<file path="src/rtl/id_ex_stage.sv">
// id_ex_stage: ID/EX pipeline register with a built-in load-use hazard detector.
// It captures the decoded operands and control from ID and presents them to EX.
// A load-use hazard stalls IF/ID and inserts one bubble. A branch flush kills the
// ID slot, and an external hold freezes the register. Two saturating counters
// record the bubbles inserted for load-use hazards and for flushes.
//
// Ports:
//   clk, rst          clock; synchronous active-high reset
//   id_*              decoded instruction fields from ID
//   flush             branch taken in EX; bubble the ID/EX register
//   hold              downstream not ready; freeze the ID/EX register
//   stall             combinational; hold PC and IF/ID this cycle
//   id_ex_*           registered fields presented to EX
//   stall_count       saturating count of load-use bubbles
//   flush_count       saturating count of flushed valid instructions
module id_ex_stage #(
    parameter int unsigned DATA_W = 32,
    parameter int unsigned REG_AW = 5,
    parameter int unsigned CTRL_W = 8,
    parameter int unsigned CNT_W  = 16
) (
    input  logic              clk,
    input  logic              rst,
    input  logic              id_valid,
    input  logic [REG_AW-1:0] id_rs,
    input  logic [REG_AW-1:0] id_rt,
    input  logic [REG_AW-1:0] id_rd,
    input  logic [DATA_W-1:0] id_rs_data,
    input  logic [DATA_W-1:0] id_rt_data,
    input  logic [DATA_W-1:0] id_imm,
    input  logic [CTRL_W-1:0] id_ctrl,
    input  logic              id_reg_write,
    input  logic              id_mem_read,
    input  logic              flush,
    input  logic              hold,
    output logic              stall,
    output logic              id_ex_valid,
    output logic [REG_AW-1:0] id_ex_rs,
    output logic [REG_AW-1:0] id_ex_rt,
    output logic [REG_AW-1:0] id_ex_rd,
    output logic [DATA_W-1:0] id_ex_rs_data,
    output logic [DATA_W-1:0] id_ex_rt_data,
    output logic [DATA_W-1:0] id_ex_imm,
    output logic [CTRL_W-1:0] id_ex_ctrl,
    output logic              id_ex_reg_write,
    output logic              id_ex_mem_read,
    output logic [CNT_W-1:0]  stall_count,
    output logic [CNT_W-1:0]  flush_count
);

    logic lu;

    // A load in EX whose destination feeds the ID instruction. A $0 destination never hazards.
    always_comb begin
        lu = id_valid & id_ex_valid & id_ex_mem_read & (id_ex_rd != '0) &
             ((id_ex_rd == id_rs) | (id_ex_rd == id_rt));
    end

    // A flush takes priority over both hold and lu, so it never stalls the front end.
    always_comb begin
        stall = ~rst & ~flush & (hold | lu);
    end

    // Pipeline register priority: reset, flush, hold, load-use bubble, normal load.
    always_ff @(posedge clk) begin
        if (rst || flush || (!hold && lu)) begin
            // A bubble is all zeros, so forwarding can never match on it.
            id_ex_valid     <= 1'b0;
            id_ex_rs        <= '0;
            id_ex_rt        <= '0;
            id_ex_rd        <= '0;
            id_ex_rs_data   <= '0;
            id_ex_rt_data   <= '0;
            id_ex_imm       <= '0;
            id_ex_ctrl      <= '0;
            id_ex_reg_write <= 1'b0;
            id_ex_mem_read  <= 1'b0;
        end else if (!hold) begin
            id_ex_valid     <= id_valid;
            id_ex_rs        <= id_rs;
            id_ex_rt        <= id_rt;
            id_ex_rd        <= id_rd;
            id_ex_rs_data   <= id_rs_data;
            id_ex_rt_data   <= id_rt_data;
            id_ex_imm       <= id_imm;
            id_ex_ctrl      <= id_ctrl;
            id_ex_reg_write <= id_reg_write;
            id_ex_mem_read  <= id_mem_read;
        end
    end

    // Saturating event counters; only reset clears them.
    always_ff @(posedge clk) begin
        if (rst) begin
            stall_count <= '0;
            flush_count <= '0;
        end else if (flush) begin
            if (id_valid && (flush_count != '1)) begin
                flush_count <= flush_count + CNT_W'(1);
            end
        end else if (!hold && lu) begin
            if (stall_count != '1) begin
                stall_count <= stall_count + CNT_W'(1);
            end
        end
    end

endmodule

</file>
<file path="config.mk">
export PLATFORM = sky130hd
export DESIGN_NAME = id_ex_stage
export DESIGN_NICKNAME = d
export VERILOG_FILES = /design/src/rtl/id_ex_stage.sv
export SDC_FILE = /design/constraint.sdc
export NUM_CORES = 1
export LEC_CHECK = 0
export ABC_AREA = 1
export CORE_MARGIN = 5
export CORE_UTILIZATION = 42
export DETAILED_ROUTE_END_ITERATION = 8
export HOLD_SLACK_MARGIN = 0.06
export MAX_ROUTING_LAYER = met4
export PLACE_DENSITY = 0.85
export REMOVE_ABC_BUFFERS = 1
export SYNTH_ARGS = -nofsm -noshare
export SYNTH_HDL_FRONTEND = slang
export SYNTH_SLANG_ARGS = --single-unit
</file>
<file path="constraint.sdc">
create_clock -name clk -period 1.87 [get_ports clk]
set_input_delay 0.4675 -clock clk [delete_from_list [all_inputs] [get_ports clk]]
set_output_delay 0.4675 -clock clk [all_outputs]
set_load 0.1 [all_outputs]
</file>
==> results of run 1 <==
## logic make-up after synthesis
kind of cell	Yosys count	synth area share [%]
and+or+nand+nor	426	28.1
adders and majority gates	2	0.405
AOI/OAI and AO/OA	157	13.4
buffers and inverters	93	6.85
xor gates and xnor gates	9	1.28
DFF	154	49.9
## Yosys cell counts (4+ instances only)
library cell / count
a21oi_1: 135
a21oi_2: 10
buf_2: 7
buf_4: 9
clkbuf_1: 29
dfxtp_1: 154
inv_1: 37
inv_2: 7
nand2_1: 308
nand3_1: 29
nand4_1: 7
nor2_1: 56
nor3_1: 12
o21ai_0: 9
xnor2_1: 4
xor2_1: 5
## layer usage
| metal | up-vias | part of all wire (%) | GRT usage (%) | wire length [µm] |
|---|---|---|---|---|
| li1 | 3388 | - | - | - |
| met1 | 3738 | 34 | 29.9 | 10800 |
| met2 | 538 | 50 | 49.7 | 16000 |
| met3 | 161 | 10 | 11.8 | 3260 |
| met4 | 0 | 5.4 | 11.8 | 1720 |
| met5 | - | 0 | - | 0 |
## state kept, by name, summed over array words and instances (netlist names), 5 cells and up
signal	flops
id_ex_imm	32
id_ex_rs_data	32
id_ex_rt_data	32
flush_count	16
stall_count	16
id_ex_ctrl	8
id_ex_rd	5
id_ex_rs	5
id_ex_rt	5
## worst min-delay path, stage by stage
cell and delay (ns):
dlymetal6s2s_1 0.15, nand2_1 0.09, a21oi_1 0.06
## what timing repair did
item | CTS | global route
pin swaps | 10 | 10
gates resized for setup | 21 | 139
hold buffers | 0 | 0
hold endpoints to repair | 0 | 0
setup endpoints to repair | 139 | 124
setup buffers | 2 | 4
cloned | 0 | 17
## metrics by stage
step / power (W) / cell area (µm²)
finish: 0.00871 / 12700
global placement: 0.00521 / 11100
detailed placement: 0.00524 / 11100
floorplan: 0.00434 / 5920
CTS: 0.00846 / 11700
global route: 0.00895 / 12700
## worst min-delay path by stage
| stage | to | slack [ns] | cells after the start |
|---|---|---|---|
| final | id_ex_rt[3]$_SDFFE_PP0N_ | 0.39 | 3 |
| after global routing | id_ex_rt[3]$_SDFFE_PP0N_ | 0.39 | 3 |
| after CTS | id_ex_rt[0]$_SDFFE_PP0N_ | 0.48 | 3 |
| after detailed placement | id_ex_rs_data[6]$_SDFFE_PP0N_ | 0.48 | 2 |
| after global placement | id_ex_rs_data[6]$_SDFFE_PP0N_ | 0.48 | 2 |
| after floorplan | flush_count[13]$_SDFFE_PP0P_ | 0.54 | 1 |
## area by class of cell
class,instances,area [µm²]
clock inverters,14,116
multi-input cells,594,3190
fillers,600,1810
flip-flops and latches,154,3100
inverters,45,170
diodes,3,7.51
well taps,184,230
repair buffers,370,5440
clock buffers,18,429
## power by group
part / switching (W) / internal [W]
clock: 0.00157 / 0.00173
combinational: 0.00114 / 0.000802
sequential: 0.000103 / 0.00336
total: 0.00282 / 0.00589
==> impl_metrics.ini, run 1 <==
[global_routing]
grt_antenna_before_repair = 3
grt_pass1_wl_mm = 39.3
grt_usage_pct = 29.2
gr-total-overflow = 0
grt_pass1_vias = 7340
grt_max_degree = 98

[worst_setup_path]
cp.arrival_ns = 1.87
cp_max_fo = 4
crit_start = id_ex_rd[4]$_SDFFE_PP0N_
r2r_setup_slack_ns = -0.26
endpoint = stall
r2r-end = id_ex_imm[16]$_SDFFE_PP0N_
end_kind = primary output
path_buf_inv = 3
crit_slowest_cell = dfxtp_1
critical_path_class = register to primary output
cp_data_required_time_ns = 1.40
reg2reg_from = id_ex_rd[1]$_SDFFE_PP0N_
cp_common_cell = nand2_1
cp-start-kind = register
ff2ff_path_depth = 14
critical-path-top-delay-family = simple AND/OR/NAND/NOR gates
crit_cells = 10
max_stage_delay_ns = 0.40
path_cells = inv_2 -> nand2_1 -> nand2_1 -> nor2_1 -> nand3_1 -> nand2_2 -> a21oi_2 -> nor3_2 -> buf_4 -> buf_12

[drt]
wl_mm = 31.7
drc = 0
drt-initial-drc-count = 850
vias = 7825
ant_nets = 0
routed_via_density = 5.66
post_drt_wl_per_cell_um = 23.0
firstDrtPassIters = 5

[sta]
setup_viol = 139
report.final.slew_viol_count = 0
hold_violations = 0
whs_ns = 0.394
rsz0062_at_grt = yes
fin_crit_sh_pct = 125
fin_crit_ns = 2.34
worstMarginPinSlew_ns = 0.452
max_freq_mhz = 427
fin_worst_skew_ns = 0.0155
worst_slack_ns = -0.472
final.setup.tns_ns = -10.46
slew_headroom_pct = 69.9

[finish]
drive_gt1_share_pct = 35.3
final_cell_mix = nand2_1 (300), buf_12 (167), dfxtp_1 (148)
layout-area-overhead-vs-synth_pct = 105
nNetsFinal = 1310
final_cells = 1382
final_util_pct = 87.5
layout_commonest_cell = nand2_1

[yosys]
synth_area_mm2 = 0.00617
synthFlopType = dfxtp_1
synth_edf_count = 0
synthCells = 841
synthArstFlopShare_pct = 0
postSynthAreaPerCell_um2 = 7.34
synth_cell_type_count = 32
seq_area_frac_synth_pct = 49.9
synth_top_area_cell = dfxtp_1
ys_warn_count = 0
synth-seq-cells = 154
synth_top_area_share_pct = 49.9
ys_top_cells_by_area = dfxtp_1 (50%), nand2_1 (19%), a21oi_1 (11%)

[run_status]
status = complete, but fails checks
violations = setup timing

[floorplanning]
start_util_pct = 42.6
core.rowCount = 44
dieWidth_um = 131
core_area_mm2 = 0.0145
die-height_um = 131
die_area_mm2 = 0.0172
io_pins = 281

[clock_network]
clockRootBuffer = clkbuf_16
htreeDepth = 4
clock_latency_ns = 0.43
clockBufferDepth = 2
tritoncts = built
clkSlewWorstSetupHoldPaths_ns = 0.07
cts_buffers = 17
cts.sinks = 154

[place]
pre_cts_ws_ns = -0.711
numPortBuffers = 280
dpl.cell_count = 1324
dp_hpwl_mm = 18.0
gp_routability_congestion = 0.917

[pwr]
powerDensity_mw_per_mm2 = 687
vdd_drop_max_mv = 0.725
leakagePower_nw = 4.96

[job]
drv_cap = 0

[worst_hold_path]
hp-class = input port to register
hp-start = id_rt[3]
No activity file was read; power rests on OpenSTA's default activity.
==> inputs of run 2 (changes only) <==
Settings changed: ABC_AREA 1 to 0, CORE_UTILIZATION 42 to 37, MAX_ROUTING_LAYER met4 to default, PLACE_DENSITY 0.85 to 0.79.
==> impl_metrics.ini, run 2 <==
[sta]
fin_worst_skew_ns = 0.0139
slew_headroom_pct = 69.0
setup_viol = 139
final.setup.tns_ns = -40.67
hold_violations = 0
fin_crit_sh_pct = 129
fin_crit_ns = 2.41
report.final.slew_viol_count = 0
worst_slack_ns = -0.540
worstMarginPinSlew_ns = 0.461
rsz0062_at_grt = yes
max_freq_mhz = 415

[yosys]
synth_cell_type_count = 46
synth_commonest_cells = dfxtp_1 (154), a22o_1 (122), nor2_1 (30)
ys_warn_count = 0
synthCells = 498
yosysMostFrequentCell = dfxtp_1
synthArstFlopShare_pct = 0
postSynthAreaPerCell_um2 = 11.3
seq_area_frac_synth_pct = 54.9
synth_top_area_cell = dfxtp_1
ys_top_cells_by_area = dfxtp_1 (55%), a22o_1 (19%), xor2_1 (2.8%)
synth_area_mm2 = 0.00562
synth_top_area_share_pct = 54.9
synth_edf_count = 0
synth-seq-cells = 154
synthFlopType = dfxtp_1

[drt]
wl_mm = 28.8
firstDrtPassIters = 4
routed_via_density = 5.72
drc = 0
drt-initial-drc-count = 495
post_drt_wl_per_cell_um = 27.0
ant_nets = 0
vias = 6107

[global_routing]
met2_usage_pct = 53.8
grt_busiest_layer = met2
grt_usage_pct = 30.5
grt_pass1_vias = 6717
grt_antenna_before_repair = 8
grt_max_degree = 35
use_met3_pct = 11.6
grt_util_met1_pct = 31.6
gr-total-overflow = 0
grt_pass1_wl_mm = 41.3

[clock_network]
clockRootBuffer = clkbuf_16
clkSlewWorstSetupHoldPaths_ns = 0.06
clockBufferDepth = 2
tritoncts = built
clock_latency_ns = 0.42
htreeDepth = 4
cts.sinks = 154
cts_buffers = 17
hold_buffers = 0

[finish]
drive_gt1_share_pct = 39.8
layout-area-overhead-vs-synth_pct = 113
largestRegisters = id_ex_imm: 32 flops, id_ex_rs_data: 32 flops, id_ex_rt_data: 32 flops
fillers = 752
nNetsFinal = 987
layout_commonest_cell = buf_12
final_util_pct = 79.5
final_cell_mix = buf_12 (162), dfxtp_1 (149), a22o_1 (120)

[place]
dp_hpwl_mm = 17.0
pre_cts_ws_ns = -0.747
numPortBuffers = 280
gp_routability_congestion = 0.818

[floorplanning]
die_area_mm2 = 0.0178
core.rowCount = 45
io_pins = 281
die-height_um = 133
dieWidth_um = 133
start_util_pct = 37.4
core_area_mm2 = 0.0150

[worst_setup_path]
ff2ff_path_depth = 11
endpoint = stall
max_stage_delay_ns = 0.57
r2r_setup_slack_ns = -0.40
crit_start = id_ex_rd[0]$_SDFFE_PP0N_
critical_path_class = register to primary output
reg2reg_from = id_ex_rd[3]$_SDFFE_PP0N_
cp_data_required_time_ns = 1.40
crit_slowest_cell = or4_4
r2r-end = id_ex_rs_data[8]$_SDFFE_PP0N_
path_cells = or4_4 -> o21ai_2 -> nor2_1 -> o21a_1 -> buf_12
cp_max_fo = 4
end_kind = primary output
cp-start-kind = register
cp.arrival_ns = 1.94

[job]
drv_cap = 0

[pwr]
vdd_drop_max_mv = 0.720
p_clk_share_pct = 38.9
powerDensity_mw_per_mm2 = 722
internal_power_w = 0.00604
p_sw_w = 0.00258
seqPwrFrac_pct = 40.4
p_sw_share_pct = 29.9
leakagePower_nw = 4.77
power_frac_comb_pct = 20.7

[run_status]
status = complete, but fails checks
violations = setup timing

[worst_hold_path]
hp-class = input port to register
==> run 2: cell count changes after synthesis, moves of 8 or more <==
cell | previous run | this run
a22o_1 | 0 | 122
inv_1 | 37 | 6
xor2_1 | 5 | 18
nand2_1 | 308 | 9
nand3_1 | 29 | 9
o31ai_1 | 0 | 11
a21oi_1 | 135 | 6
or4_1 | 0 | 11
nor2_1 | 56 | 30
buf_6 | 2 | 10
buf_4 | 9 | 1
==> run 2: worst max-delay path, delay by kind of cell (launching register included) <==
kind | cells | cell delay, ns
buffers and inverters | 1 | 0.18
AOI/OAI and AO/OA | 2 | 0.37
DFF | 1 | 0.36
and+or+nand+nor | 2 | 0.62
==> run 2: what timing repair did <==
action	4_1_cts	5_1_grt
cloned	15	0
endpoints found under the setup margin	139	142
gates resized for setup	73	35
setup buffers	30	6
pin swaps	140	42
==> run 2: logic make-up after synthesis <==
group / after synthesis / synth area share (%)
and+or+nand+nor: 102 / 10.2
muxes: 4 / 0.980
AOI/OAI and AO/OA: 166 / 24.9
DFF: 154 / 54.9
xor gates and xnor gates: 24 / 3.74
adders and majority gates: 2 / 0.445
buffers and inverters: 46 / 4.81
==> run 2: power by group through the flow <==
stage	registers [W]	clock network (W)	logic [W]
6_report	0.00349	0.00335	0.00178
5_1_grt	0.00349	0.00353	0.00182
4_1_cts	0.00348	0.00329	0.00177
3_5_place_dp	0.00355	0	0.00162
3_3_place_gp	0.00354	0	0.00159
2_1_floorplan	0.00413	0	0.000172
==> run 2: routing by layer <==
layer / wire [µm] / vias up
li1: - / 2626
met1: 9820 / 2990
met2: 14900 / 401
met3: 2670 / 90
met4: 1440 / 0
met5: 0 / -
==> run 2: how the worst min path moves through the flow <==
| stage | start | endpoint | slack, ns | cells past startpoint |
|---|---|---|---|---|
| detailed placement | id_ex_rt_data[29]$_SDFFE_PP0N_ | id_ex_rt_data[29]$_SDFFE_PP0N_ | 0.53 | 1 |
| finish | id_rt[4] | id_ex_rt[4]$_SDFFE_PP0N_ | 0.41 | 2 |
| global route | id_rt[4] | id_ex_rt[4]$_SDFFE_PP0N_ | 0.42 | 2 |
| global placement | id_ex_imm[29]$_SDFFE_PP0N_ | id_ex_imm[29]$_SDFFE_PP0N_ | 0.52 | 1 |
| floorplan | rst | stall_count[10]$_SDFFE_PP0P_ | 0.53 | 1 |
| CTS | id_rs[3] | id_ex_rs[3]$_SDFFE_PP0N_ | 0.42 | 2 |
==> run 2: per-stage QoR <==
step | instance area (µm²) | hold slack [ns] | power, W | std cells
floorplan | 5370 | 0.530 | 0.00431 | 458
global placement | 10500 | 0.522 | 0.00513 | 989
detailed placement | 10500 | 0.527 | 0.00516 | 989
CTS | 11900 | 0.425 | 0.00853 | 1064
global route | 11900 | 0.424 | 0.00885 | 1068
finish | 11900 | 0.410 | 0.00862 | 1068
==> run 2: final cells by class <==
type                    instances  area [µm²]  share of cell area, %
well taps                     188         235                   1.97
clock inverters                11        97.6                  0.817
flip-flops and latches        154        3090                   25.9
diodes                          9        22.5                  0.189
repair buffers                381        5500                   46.1
clock buffers                  20         457                   3.82
inverters                       6        22.5                  0.189
multi-input cells             299        2520                   21.1
